==> src/rtl/bus_if_pkg.sv <==
// Shared types and encodings for the memory-side bus interface of the 6502 core.
// Holds the FSM state type, the RW encodings and the launch condition helper.
package bus_if_pkg;

   typedef enum logic [1:0] {
      BIF_IDLE   = 2'd0,
      BIF_ACCESS = 2'd1,
      BIF_RESP   = 2'd2
   } bif_state_t;

   localparam logic RW_READ  = 1'b1;
   localparam logic RW_WRITE = 1'b0;

   // RDY only holds off reads; writes launch regardless of RDY.
   function automatic logic is_launch(input logic cyc_valid, input logic rw, input logic rdy);
      return cyc_valid && ((rw == RW_WRITE) || rdy);
   endfunction

endpackage

==> src/rtl/bus_if_if.sv <==
// Bundle of core-side and memory-side signals around bus_if.
// slave = the bus_if block itself; master = core datapath plus memory.
interface bus_if_if;
   logic        cyc_valid;
   logic        rw;
   logic        rdy;
   logic [7:0]  abl;
   logic [7:0]  abh;
   logic [7:0]  db_out;
   logic [7:0]  db_in;
   logic        stall;
   logic        bus_err;
   logic        mem_req;
   logic        mem_we;
   logic [15:0] mem_addr;
   logic [7:0]  mem_wdata;
   logic        mem_ack;
   logic [7:0]  mem_rdata;

   modport slave (
      input  cyc_valid, rw, rdy, abl, abh, db_out, mem_ack, mem_rdata,
      output db_in, stall, bus_err, mem_req, mem_we, mem_addr, mem_wdata
   );

   modport master (
      output cyc_valid, rw, rdy, abl, abh, db_out, mem_ack, mem_rdata,
      input  db_in, stall, bus_err, mem_req, mem_we, mem_addr, mem_wdata
   );
endinterface

==> src/rtl/bus_if_timer.sv <==
// Access wait timer: 8-bit counter with clear and enable that saturates one below
// LIMIT and flags EXPIRE there. LIMIT = 0 disables expiry and saturates at 8'hff.
module bus_if_timer (
   input  logic       clk,
   input  logic       res,
   input  logic       clr,
   input  logic       en,
   input  logic [7:0] limit,
   output logic       expire
);

   logic [7:0] count_reg;
   logic [7:0] sat_value;

   assign sat_value = (limit == 8'd0) ? 8'hff : limit - 8'd1;
   assign expire    = (limit != 8'd0) && (count_reg == sat_value);

   always_ff @(posedge clk) begin
      if (res || clr) begin
         count_reg <= 8'd0;
      end else if (en && (count_reg != sat_value)) begin
         count_reg <= count_reg + 8'd1;
      end
   end

endmodule

==> src/rtl/bus_if.sv <==
// REQ/ACK bridge from the 6502 datapath to variable-latency memory. Stalls the core
// while an access is outstanding and returns read data as DB_IN on the release cycle.
module bus_if
   import bus_if_pkg::*;
#(
   parameter logic [7:0] P_DB_IN_INIT = 8'h00,
   parameter logic [7:0] P_TIMEOUT    = 8'd16,
   parameter logic [7:0] P_ERR_DATA   = 8'hff
) (
   input  logic     clk,
   input  logic     res,
   bus_if_if.slave  bus
);

   bif_state_t  state_reg, state_next;
   logic        mem_req_reg, mem_req_next;
   logic        mem_we_reg, mem_we_next;
   logic        bus_err_reg, bus_err_next;
   logic [15:0] mem_addr_reg, mem_addr_next;
   logic [7:0]  mem_wdata_reg, mem_wdata_next;
   logic [7:0]  db_in_reg, db_in_next;
   logic        launch;
   logic        timer_clr;
   logic        timer_en;
   logic        timer_expire;
   logic        stall;

   assign launch    = (state_reg == BIF_IDLE) && is_launch(bus.cyc_valid, bus.rw, bus.rdy);
   assign timer_clr = launch;
   assign timer_en  = (state_reg == BIF_ACCESS) && !bus.mem_ack;

   bus_if_timer u_timer (
      .clk    (clk),
      .res    (res),
      .clr    (timer_clr),
      .en     (timer_en),
      .limit  (P_TIMEOUT),
      .expire (timer_expire)
   );

   always_ff @(posedge clk) begin
      if (res) begin
         state_reg     <= BIF_IDLE;
         mem_req_reg   <= 1'b0;
         mem_we_reg    <= 1'b0;
         bus_err_reg   <= 1'b0;
         mem_addr_reg  <= 16'h0000;
         mem_wdata_reg <= 8'h00;
         db_in_reg     <= P_DB_IN_INIT;
      end else begin
         state_reg     <= state_next;
         mem_req_reg   <= mem_req_next;
         mem_we_reg    <= mem_we_next;
         bus_err_reg   <= bus_err_next;
         mem_addr_reg  <= mem_addr_next;
         mem_wdata_reg <= mem_wdata_next;
         db_in_reg     <= db_in_next;
      end
   end

   always_comb begin
      state_next     = state_reg;
      mem_req_next   = mem_req_reg;
      mem_we_next    = mem_we_reg;
      bus_err_next   = bus_err_reg;
      mem_addr_next  = mem_addr_reg;
      mem_wdata_next = mem_wdata_reg;
      db_in_next     = db_in_reg;

      case (state_reg)
         BIF_IDLE: begin
            if (launch) begin
               mem_addr_next  = {bus.abh, bus.abl};
               mem_wdata_next = bus.db_out;
               mem_we_next    = (bus.rw == RW_WRITE);
               mem_req_next   = 1'b1;
               state_next     = BIF_ACCESS;
            end
         end
         BIF_ACCESS: begin
            // An ACK arriving on the expiry cycle still completes normally.
            if (bus.mem_ack) begin
               if (!mem_we_reg) begin
                  db_in_next = bus.mem_rdata;
               end
               mem_req_next = 1'b0;
               state_next   = BIF_RESP;
            end else if (timer_expire) begin
               if (!mem_we_reg) begin
                  db_in_next = P_ERR_DATA;
               end
               mem_req_next = 1'b0;
               bus_err_next = 1'b1;
               state_next   = BIF_RESP;
            end
         end
         BIF_RESP: begin
            state_next = BIF_IDLE;
         end
         default: begin
            state_next   = BIF_IDLE;
            mem_req_next = 1'b0;
         end
      endcase
   end

   // RESP is the single release cycle in which the core advances.
   always_comb begin
      stall = 1'b0;
      if (!res) begin
         case (state_reg)
            BIF_IDLE:   stall = bus.cyc_valid;
            BIF_ACCESS: stall = 1'b1;
            default:    stall = 1'b0;
         endcase
      end
   end

   assign bus.stall     = stall;
   assign bus.db_in     = db_in_reg;
   assign bus.bus_err   = bus_err_reg;
   assign bus.mem_req   = mem_req_reg;
   assign bus.mem_we    = mem_we_reg;
   assign bus.mem_addr  = mem_addr_reg;
   assign bus.mem_wdata = mem_wdata_reg;

endmodule

==> src/flat_wrapper.sv <==
// flat-port wrapper written by rule: the top's interface ports become plain ports
module bus_if_flat import bus_if_pkg::*;
#(
   parameter logic [7:0] P_DB_IN_INIT = 8'h00,
   parameter logic [7:0] P_TIMEOUT    = 8'd16,
   parameter logic [7:0] P_ERR_DATA   = 8'hff
)
  (clk, res, bus_cyc_valid, bus_rw, bus_rdy, bus_abl, bus_abh, bus_db_out, bus_mem_ack, bus_mem_rdata, bus_db_in, bus_stall, bus_bus_err, bus_mem_req, bus_mem_we, bus_mem_addr, bus_mem_wdata);
  bus_if_if bus_i ();
  input  logic clk;
  input  logic res;
  input wire logic [$bits(bus_i.cyc_valid)-1:0] bus_cyc_valid;
  input wire logic [$bits(bus_i.rw)-1:0] bus_rw;
  input wire logic [$bits(bus_i.rdy)-1:0] bus_rdy;
  input wire logic [$bits(bus_i.abl)-1:0] bus_abl;
  input wire logic [$bits(bus_i.abh)-1:0] bus_abh;
  input wire logic [$bits(bus_i.db_out)-1:0] bus_db_out;
  input wire logic [$bits(bus_i.mem_ack)-1:0] bus_mem_ack;
  input wire logic [$bits(bus_i.mem_rdata)-1:0] bus_mem_rdata;
  output wire logic [$bits(bus_i.db_in)-1:0] bus_db_in;
  output wire logic [$bits(bus_i.stall)-1:0] bus_stall;
  output wire logic [$bits(bus_i.bus_err)-1:0] bus_bus_err;
  output wire logic [$bits(bus_i.mem_req)-1:0] bus_mem_req;
  output wire logic [$bits(bus_i.mem_we)-1:0] bus_mem_we;
  output wire logic [$bits(bus_i.mem_addr)-1:0] bus_mem_addr;
  output wire logic [$bits(bus_i.mem_wdata)-1:0] bus_mem_wdata;
  assign bus_i.cyc_valid = bus_cyc_valid;
  assign bus_i.rw = bus_rw;
  assign bus_i.rdy = bus_rdy;
  assign bus_i.abl = bus_abl;
  assign bus_i.abh = bus_abh;
  assign bus_i.db_out = bus_db_out;
  assign bus_i.mem_ack = bus_mem_ack;
  assign bus_i.mem_rdata = bus_mem_rdata;
  assign bus_db_in = bus_i.db_in;
  assign bus_stall = bus_i.stall;
  assign bus_bus_err = bus_i.bus_err;
  assign bus_mem_req = bus_i.mem_req;
  assign bus_mem_we = bus_i.mem_we;
  assign bus_mem_addr = bus_i.mem_addr;
  assign bus_mem_wdata = bus_i.mem_wdata;
  bus_if #(.P_DB_IN_INIT(P_DB_IN_INIT), .P_TIMEOUT(P_TIMEOUT), .P_ERR_DATA(P_ERR_DATA)) u_core (.clk(clk), .res(res), .bus(bus_i));
endmodule
==> config.mk <==
export PLATFORM = sky130hd
export DESIGN_NAME = bus_if_flat
export DESIGN_NICKNAME = d
export VERILOG_FILES = /design/src/rtl/bus_if_pkg.sv /design/src/rtl/bus_if_if.sv /design/src/rtl/bus_if_timer.sv /design/src/rtl/bus_if.sv /design/src/flat_wrapper.sv
export SDC_FILE = /design/constraint.sdc
export NUM_CORES = 1
export LEC_CHECK = 0
export CAP_MARGIN = 5
export CELL_PAD_IN_SITES_DETAIL_PLACEMENT = 0
export CELL_PAD_IN_SITES_GLOBAL_PLACEMENT = 1
export CORE_MARGIN = 3
export CORE_UTILIZATION = 33
export DETAILED_ROUTE_END_ITERATION = 16
export GPL_TIMING_DRIVEN = 0
export PLACE_DENSITY_LB_ADDON = 0.1
export SYNTH_ARGS = -nofsm -noshare
export SYNTH_HDL_FRONTEND = slang
export SYNTH_HIERARCHICAL = 1
export SYNTH_SLANG_ARGS = --single-unit
==> constraint.sdc <==
create_clock -name clk -period 3.41 [get_ports clk]
set_input_delay 0.5115 -clock clk [delete_from_list [all_inputs] [get_ports clk]]
set_output_delay 0.5115 -clock clk [all_outputs]
set_load 0.05 [all_outputs]
# ---- Yosys cells after proc, flatten, opt, wreduce, memory -nomap -nowiden
# Index checks and enable logic that the tools add are counted.
dict set report totals {
  regBits 45
  output_inout_bits 36
  wordCells 47
}
dict set report op_classes {
  addsub 1
  n_eq_ne 6
  n_mux 14
  bitwise 4
  n_reduce_logical 14
}
# op count
set ops {}
lappend ops {{8-bit two-way mux} 4}
lappend ops {{3-bit AND reduction} 3}
lappend ops {{8-bit by 1-bit adder with 8-bit output (second input constant)} 1}
lappend ops {{8-bit by 4-bit equality test with 1-bit output (second input constant)} 1}
lappend ops {{8-bit by 4-bit != test with 1-bit output (second input constant)} 1}
lappend ops {{2-bit two-way mux} 3}
lappend ops {{1-bit logical AND} 4}
lappend ops {{1-bit two-way mux} 4}
lappend ops {{1-bit inverter} 4}
lappend ops {{2-bit one-hot mux with 2 select lines} 1}
lappend ops {{2-bit AND reduction} 2}
lappend ops {{3-bit by 2-bit != test with 1-bit output (second input constant)} 1}
lappend ops {{1-bit one-hot mux with 3 select lines} 1}
lappend ops {{2-bit by 1-bit equality test with 1-bit output (second input constant)} 1}
lappend ops {{2-bit equality test (second input constant)} 1}
lappend ops {{2-bit logical NOT} 1}
lappend ops {{1-bit logical OR} 2}
lappend ops {{2-bit != test (second input constant)} 1}
lappend ops {{1-bit one-hot mux with 2 select lines} 1}
lappend ops {{2-bit nonzero test} 1}
lappend ops {{1-bit logical NOT} 1}

# ---- Logic depth before layout (Yosys ltp)
# Gate-level depths: netlist of the first run.
dict set report depth {
  depth_word 6
  ltp_mapped 13
  depth_no_buf 11
}

# ---- Cells and area by module
# Netlist of the first run, hierarchy kept.
# mod n_inst cells_each area_each_um2 seq_area_each_um2
set by_module_without_submodules {}
lappend by_module_without_submodules {bus_if 1 168 1537.7 740.7}
lappend by_module_without_submodules {bus_if_timer 1 96 718.2 160.2}

# ---- Least setup slack after synthesis of the first run
# OpenSTA, ideal clock, no wires.
dict set report synth_path {
  kind {register to register}
  startpoint {register u_core.u_timer.count_reg[3]}
  endpoint {register u_core.db_in_reg[5], in the netlist u_core/bus.db_in[5]}
  arrival_time_ns 2.380
  t_required_ns 3.324
  path_slack_ns 0.945
  path_stages_with_launch 12
  n_path_buf 3
  period_less_slack_ns 2.465
  path_cell_list {dfxtp_1 > clkbuf_1 > xnor2_1 > a211oi_1 > nand4b_1 > nor4_2 > clkbuf_2 > and2_1 > nor2_1 > or3_1 > buf_2 > a211oi_1}
}
dict set report synth_between {
  elab_chain_cells 3
}
# item line_no
set synth_rtl {}
lappend synth_rtl {{start: declaration} bus_if_timer.sv:12} ;# logic [7:0] count_reg;
lappend synth_rtl {{start signal: assignment} bus_if_timer.sv:22} ;# count_reg <= count_reg + 8'd1;
lappend synth_rtl {{8-bit by 4-bit equality test with 1-bit output} bus_if_timer.sv:16} ;# assign expire = (limit != 8'd0) && (count_reg == sat_value);
lappend synth_rtl {{named net u_core.timer_expire} bus_if.sv:25} ;# logic timer_expire;
lappend synth_rtl {{2-bit nonzero test (no line)} n/a}
lappend synth_rtl {{3-bit AND reduction (no line)} n/a}
lappend synth_rtl {{end signal: assignment} bus_if.sv:57} ;# db_in_reg <= db_in_next;
lappend synth_rtl {{end: declaration} bus_if.sv:21} ;# logic [7:0] db_in_reg, db_in_next;
# The timed path passes the listed nets, and every way through them passes these cells.
# A chain may end at the register's enable or synchronous reset.

# ---- Worst setup path in the final report of the first run
dict set report layout_path {
  startpoint {input res}
  endpoint {output bus_stall}
}
dict set report layout_between {
  elab_chain_cells 1
}
# item line_no
set layout_rtl {}
lappend layout_rtl {{start: declaration} flat_wrapper.sv:11} ;# input logic res;
lappend layout_rtl {{1-bit two-way mux} bus_if.sv:110} ;# if (!res) begin
lappend layout_rtl {{end: declaration} flat_wrapper.sv:21} ;# output wire logic [$bits(bus_i.stall)-1:0] bus_stall;
# No other way between the ends.

==> impl_metrics.ini, run 1 <==
[grt]
first_global_vias = 2036
grt_start_max_net_pins = 13
grt_remaining_overflow = 0
grt_usage_pct = 14.6
number_of_antenna_violations_at_the_first_check_in_global_routing = 0
global_route_wire_length_before_repair_um = 9220

[critical_path]
timing.critical_path.max_delay_family = buffers and inverters
timing.critical_path.cells = clkdlybuf4s50_1 -> clkbuf_1 -> nor3_1 -> clkdlybuf4s50_1
worst_path_most_repeated_cell = clkdlybuf4s50_1
worst-endpoint-arrival_ps = 2470
reg2reg_setup_slack_ps = 440
peak_fanout_along_the_critical_path = 10
critPathLaunch = res
worst_path_largest_cell_delay_ps = 840
end_kind = output port
regToRegStartpoint = u_core/u_timer/count_reg[3]
cp.buffers_inverters = 3
slowest_stage = clkdlybuf4s50_1
setup.worst_path.start_class = input port
timing.critical_path.required_ps = 2900
worst-setup-path-type = input port to output port

[place]
place_worst_setup_slack_ps = 420
hpwl_um = 3980
io_buffer_count = 73
place.detailed.instances = 451
gp_congestion = 0.748

[timing]
rsz_0062_raised_after_global_routing = no
layout_min_cycle_time_ps = 2980
slew_violations = 0
tightestPinTransition_ps = 696
totalNegativeSetupSlack_ps = 0
worst_clock_skew_ps = 3.94
slew_margin_rel_pct = 53.5
min_period_over_period_pct = 87.4
setup_violations = 0
maxClockFrequency_ghz = 0.336
hold_viol_final = 0
timing.final.ws_setup_ps = 431

[cts]
cts_max_path_buffers = 2
cts.root.buffer_cell = clkbuf_8
cts_buffers = 5
cts_num_sinks = 45
cts-htree-levels = 2
cts_resized = 0
tritoncts = built
hold_bufs_at_cts = 0
postCtsSetupBuffers = 0
cts.clk_slew.worst_paths_ps = 80
clk-insertion-delay-late_ps = 290

[power_and_ir_drop]
power-per-cell-area_nw_per_um2 = 370
vdd_ir_drop_max_mv = 0.246
report.power.total_mw = 1.22
power.static_leakage_nw = 1.26

[drt]
ant_nets = 0
first_iter_violations = 50
drt-total-wl_um = 5310
route.detailed.wl_per_inst_um = 11.6
post-route-drc-count = 0
route.vias.total = 2031
detailedRoute.firstPassIterationCount = 4
detail_route.vias_per_cell = 4.43

[synthesis]
synth_top_family_by_area = simple AND/OR/NAND/NOR gates
post_synth.cell_area_avg_um2 = 8.55
synth_xor_xnor_area_share_pct = 2.33
netlist-cell-type-count = 46
synth_mux_area_share_pct = 11.5
synth_warnings = 6
synth.ff_latch_count = 45
synth_simple_gate_area_share_pct = 26.3
synth_area_um2 = 2260
post-synth-top-area-fraction_pct = 39.9
synth_compound_area_share_pct = 11.3
netlist_instances = 264
yosys.area_share.adder_pct = 1.11
synth.yosys.seq_area_share_pct = 39.9
ys_top_cells_by_area = dfxtp_1, mux2i_1, nand2_1, nor4b_1, a211oi_1
yosysTopAreaCell = dfxtp_1

[final_layout]
final_core_util_pct = 50.9
fin_nets = 421
drive_above_1_share_pct = 5.77
flip_flop_count_of_the_largest_register_all_copies_and_words_added = 16
syn2layout_area_growth_pct = 46.6
num_antenna_cells = 0
final_cells = 458

[floorplanning]
floorplan.initialDensity_pct = 34.7
floorplan.rows = 29
core_um2 = 6490
die_h_um = 88.7
die_area_um2 = 7860
boundaryPins = 74
die_w_um = 88.7

[hold_path]
worst_hold_startpoint = u_core/bus.db_in[6]
hold_path.class = register to register

[flow_run]
timing.max_cap.violations = 0

[status]
status = finished, final reports clean
-- Yosys cell counts (all sizes together) --
| cell type | instances |
|---|---|
| o221a | 1 |
| ha | 2 |
| or3 | 7 |
| or2 | 2 |
| and3 | 3 |
| or3b | 1 |
| o21a | 2 |
| and2b | 1 |
| buf | 6 |
| or4 | 1 |
| o31ai | 1 |
| nor4 | 2 |
| a21oi | 12 |
| nand4b | 1 |
| o211ai | 1 |
| conb | 2 |
| nor4b | 9 |
| nor3b | 4 |
| and2 | 1 |
| o21ai | 9 |
| o311ai | 1 |
| inv | 14 |
| nor3 | 5 |
| nand2b | 4 |
| nor2 | 8 |
| nand4 | 3 |
| mux2i | 26 |
| clkbuf | 11 |
| nor2b | 1 |
| xor2 | 1 |
| dfxtp | 45 |
| o21bai | 1 |
| a31oi | 2 |
| nand2 | 58 |
| a211oi | 9 |
| xnor2 | 5 |
| a41oi | 1 |
| and3b | 1 |
-- through the flow --
step,hold WS (ps),cell area (um^2)
CTS,458,3310
global route,473,3310
detailed placement,445,3220
floorplan,464,2390
finish,456,3310
global placement,441,3220
-- path summary, 6_finish.rpt --
path | endpoint | cells past startpoint
setup / recovery | bus_stall | 4
hold / removal | u_core/bus.db_in[6] | 2
setup reg to reg | u_core/bus.db_in[4] | 11
hold reg to reg | u_core/bus.db_in[6] | 2
-- kinds of logic (layout without fill, tap and decap cells) --
group	Yosys count	count (layout)
AO/OA/AOI/OAI	40	40
XOR/XNOR	6	6
adder cells (fa/ha/maj)	2	2
buffers and inverters	31	111
flip-flops	45	45
multiplexers	26	26
other	2	39
AND/OR/NAND/NOR	112	112
-- worst reg2reg max path, cell delays in order (launching register included) --
cell and delay, ps:
dfxtp_1 310, clkbuf_1 290, xnor2_1 120, a211oi_1 310
nand4b_1 150, nor4_2 450, clkbuf_2 280, and2_1 200
nor2_1 60, or3_1 290, buf_2 180, a211oi_1 250
-- area by class of cell --
type,count,area (um^2)
buffer,17,108
clock buffer,7,86.3
fill,640,3190
inverter,14,52.6
multi-input combinational,225,1330
sequential,45,901
tap,77,96.3
timing repair buffer,73,731
-- cells in the final DEF (no fill, tap or decap), drive strengths merged, types with 2 or more instances in the layout --
cell type / synthesis / routed
or2: 2 / 2
or3: 7 / 7
o21ai: 9 / 9
a21oi: 12 / 12
dfxtp: 45 / 45
buf: 6 / 6
ha: 2 / 2
nor4: 2 / 2
xnor2: 5 / 5
nor2: 8 / 8
mux2i: 26 / 26
o21a: 2 / 2
clkdlybuf4s50: 0 / 73
nor3: 5 / 5
nor4b: 9 / 9
and3: 3 / 3
nand4: 3 / 3
inv: 14 / 14
nor3b: 4 / 4
nand2: 58 / 58
nand2b: 4 / 4
clkbuf: 11 / 18
a31oi: 2 / 2
a211oi: 9 / 9
conb: 2 / 39
-- where the power goes --
group	switching, mW	leakage (nW)	internal [mW]
registers	0.0150	0.367	0.554
logic	0.187	0.849	0.138
clock network	0.170	0.0443	0.161
-- metal layers --
metal  track usage (%)  wire, um
met4              3.71        40
met3              5.96       491
met5                 0         0
met2              22.9      2250
met1              18.8      2530
Power figures use the tool's default switching activity.
==> run 2, diff against run 1 <==
Settings changed: GPL_TIMING_DRIVEN 0 to unset.
==> impl_metrics.ini, run 2 (synthesis results as in run 1) <==
[critical_path]
peak_fanout_along_the_critical_path = 2
worst-path-stages = 3
ff2ff_path_depth = 9
reg2reg_setup_slack_ps = 970
worst-setup-path-type = input port to output port
timing.critical_path.required_ps = 2900
regToRegStartpoint = u_core/u_timer/count_reg[3]
end_kind = output port
setup.worst_path.start_class = input port
timing.critical_path.cells = clkdlybuf4s50_1 -> nor3_1 -> clkdlybuf4s50_1
timing_endpoint_of_the_critical_path = bus_stall
worst-endpoint-arrival_ps = 1990
worst_path_largest_cell_delay_ps = 820
cp.buffers_inverters = 2
worst_path_most_repeated_cell = clkdlybuf4s50_1
timing.critical_path.max_delay_family = buffers and inverters
critical_path.reg2reg.endpoint = u_core/bus.db_in[2]
slowest_stage = clkdlybuf4s50_1
critPathLaunch = res

[cts]
cts-htree-levels = 2
clk-insertion-delay-late_ps = 290
cts_resized = 0
hold_bufs_at_cts = 0
cts_buffers = 5
cts_num_sinks = 45
cts_max_path_buffers = 2
cts.root.buffer_cell = clkbuf_8
tritoncts = built
postCtsSetupBuffers = 0
cts.clk_slew.worst_paths_ps = 80

[drt]
route.detailed.wl_per_inst_um = 11.6
post-route-drc-count = 0
ant_nets = 0
route.vias.total = 2029
detail_route.vias_per_cell = 4.55
drt-total-wl_um = 5180
first_iter_violations = 82
detailedRoute.firstPassIterationCount = 4

[floorplanning]
die_h_um = 88.7
floorplan.initialDensity_pct = 34.7
boundaryPins = 74
die_area_um2 = 7860
core_um2 = 6490
die_w_um = 88.7
floorplan.rows = 29

[final_layout]
flip_flop_count_of_the_largest_register_all_copies_and_words_added = 16
syn2layout_area_growth_pct = 43.4
layout.cells.most_common_list = clkdlybuf4s50_1, nand2_1, dfxtp_1
layout.cells.most_common = clkdlybuf4s50_1
fin_nets = 408
num_antenna_cells = 0
drive_above_1_share_pct = 5.42
final_core_util_pct = 49.8

[grt]
grt_usage_pct = 14.2
grt_start_max_net_pins = 51
grt_remaining_overflow = 0
number_of_antenna_violations_at_the_first_check_in_global_routing = 0
global_route_wire_length_before_repair_um = 8900
first_global_vias = 1985

[power_and_ir_drop]
switching_power_of_the_nets_mw = 0.373
combPwrFrac_pct = 25.8
power-per-cell-area_nw_per_um2 = 371
seq_power_share_pct = 47.5
int_pwr_mw = 0.828
p_clk_share_pct = 26.6
vdd_ir_drop_max_mv = 0.162
power.static_leakage_nw = 1.23
netSwitchingFraction_pct = 31.1

[timing]
layout_min_cycle_time_ps = 2500
rsz_0062_raised_after_global_routing = no
min_period_over_period_pct = 73.2
slew_violations = 0
totalNegativeSetupSlack_ps = 0
setup_violations = 0
maxClockFrequency_ghz = 0.400
tightestPinTransition_ps = 765
worst_clock_skew_ps = 3.88
hold_viol_final = 0
slew_margin_rel_pct = 48.9

[flow_run]
timing.max_cap.violations = 0

[hold_path]
worst_hold_startpoint = u_core/bus.mem_addr[3]
hold_path.class = register to register

[place]
gp_congestion = 0.753
hpwl_um = 3790
io_buffer_count = 73

[status]
status = finished, final reports clean
## run 2: cell types whose count changed in the layout (fill, tap and decap cells not counted), sizes merged
cell	change
clkbuf	-11
buf	-2
clkinvlp	+1
## run 2: how the worst min path moves through the flow
stage,to,cells after the start
finish,u_core/bus.mem_addr[3],2
detailed placement,u_core/bus.mem_addr[15],2
global route,u_core/bus.mem_wdata[6],2
CTS,u_core/bus.db_in[5],2
floorplan,u_core/u_timer/count_reg[7],2
global placement,u_core/bus.mem_addr[1],2
## run 2: final cells by class
cell class / count / area [um^2]
well taps: 77 / 96.3
clock inverters: 1 / 7.51
inverters: 14 / 52.6
repair buffers: 77 / 761
multi-input cells: 225 / 1340
clock buffers: 7 / 76.3
fillers: 645 / 3260
flip-flops and latches: 45 / 901
## run 2: worst reg2reg max path, cell delays in order, from the launching register on
cell and delay [ps]:
dfxtp_1 470, xnor2_1 110, a211oi_1 230, nand4b_1 130, nor4_2 250, buf_4 210
and2_1 180, nor2_1 60, or3_1 460, a211oi_1 280
## run 2: layer usage
layer,part of all wire (%),global-route usage [%]
met5,0,0
met4,0.54,3.85
met3,8.1,4.93
met2,45,23.3
met1,47,17.7
## run 2: through the flow
step / hold slack (ps) / instance area [um^2] / cells / setup WS, ps / power (mW)
4_1_cts: 464 / 3240 / 446 / 881 / 1.22
2_1_floorplan: 464 / 2390 / 301 / 945 / 0.788
3_3_place_gp: 441 / 3150 / 438 / 882 / 0.893
6_report: 458 / 3240 / 446 / 912 / 1.20
3_5_place_dp: 449 / 3150 / 438 / 885 / 0.893
5_1_grt: 485 / 3240 / 446 / 710 / 1.27
## run 2: power groups by stage
stage	sequential, mW	clock, mW	combinational (mW)
6_report	0.571	0.320	0.310
5_1_grt	0.575	0.360	0.334
4_1_cts	0.571	0.340	0.311
3_5_place_dp	0.583	0	0.310
3_3_place_gp	0.583	0	0.310
2_1_floorplan	0.672	0	0.116
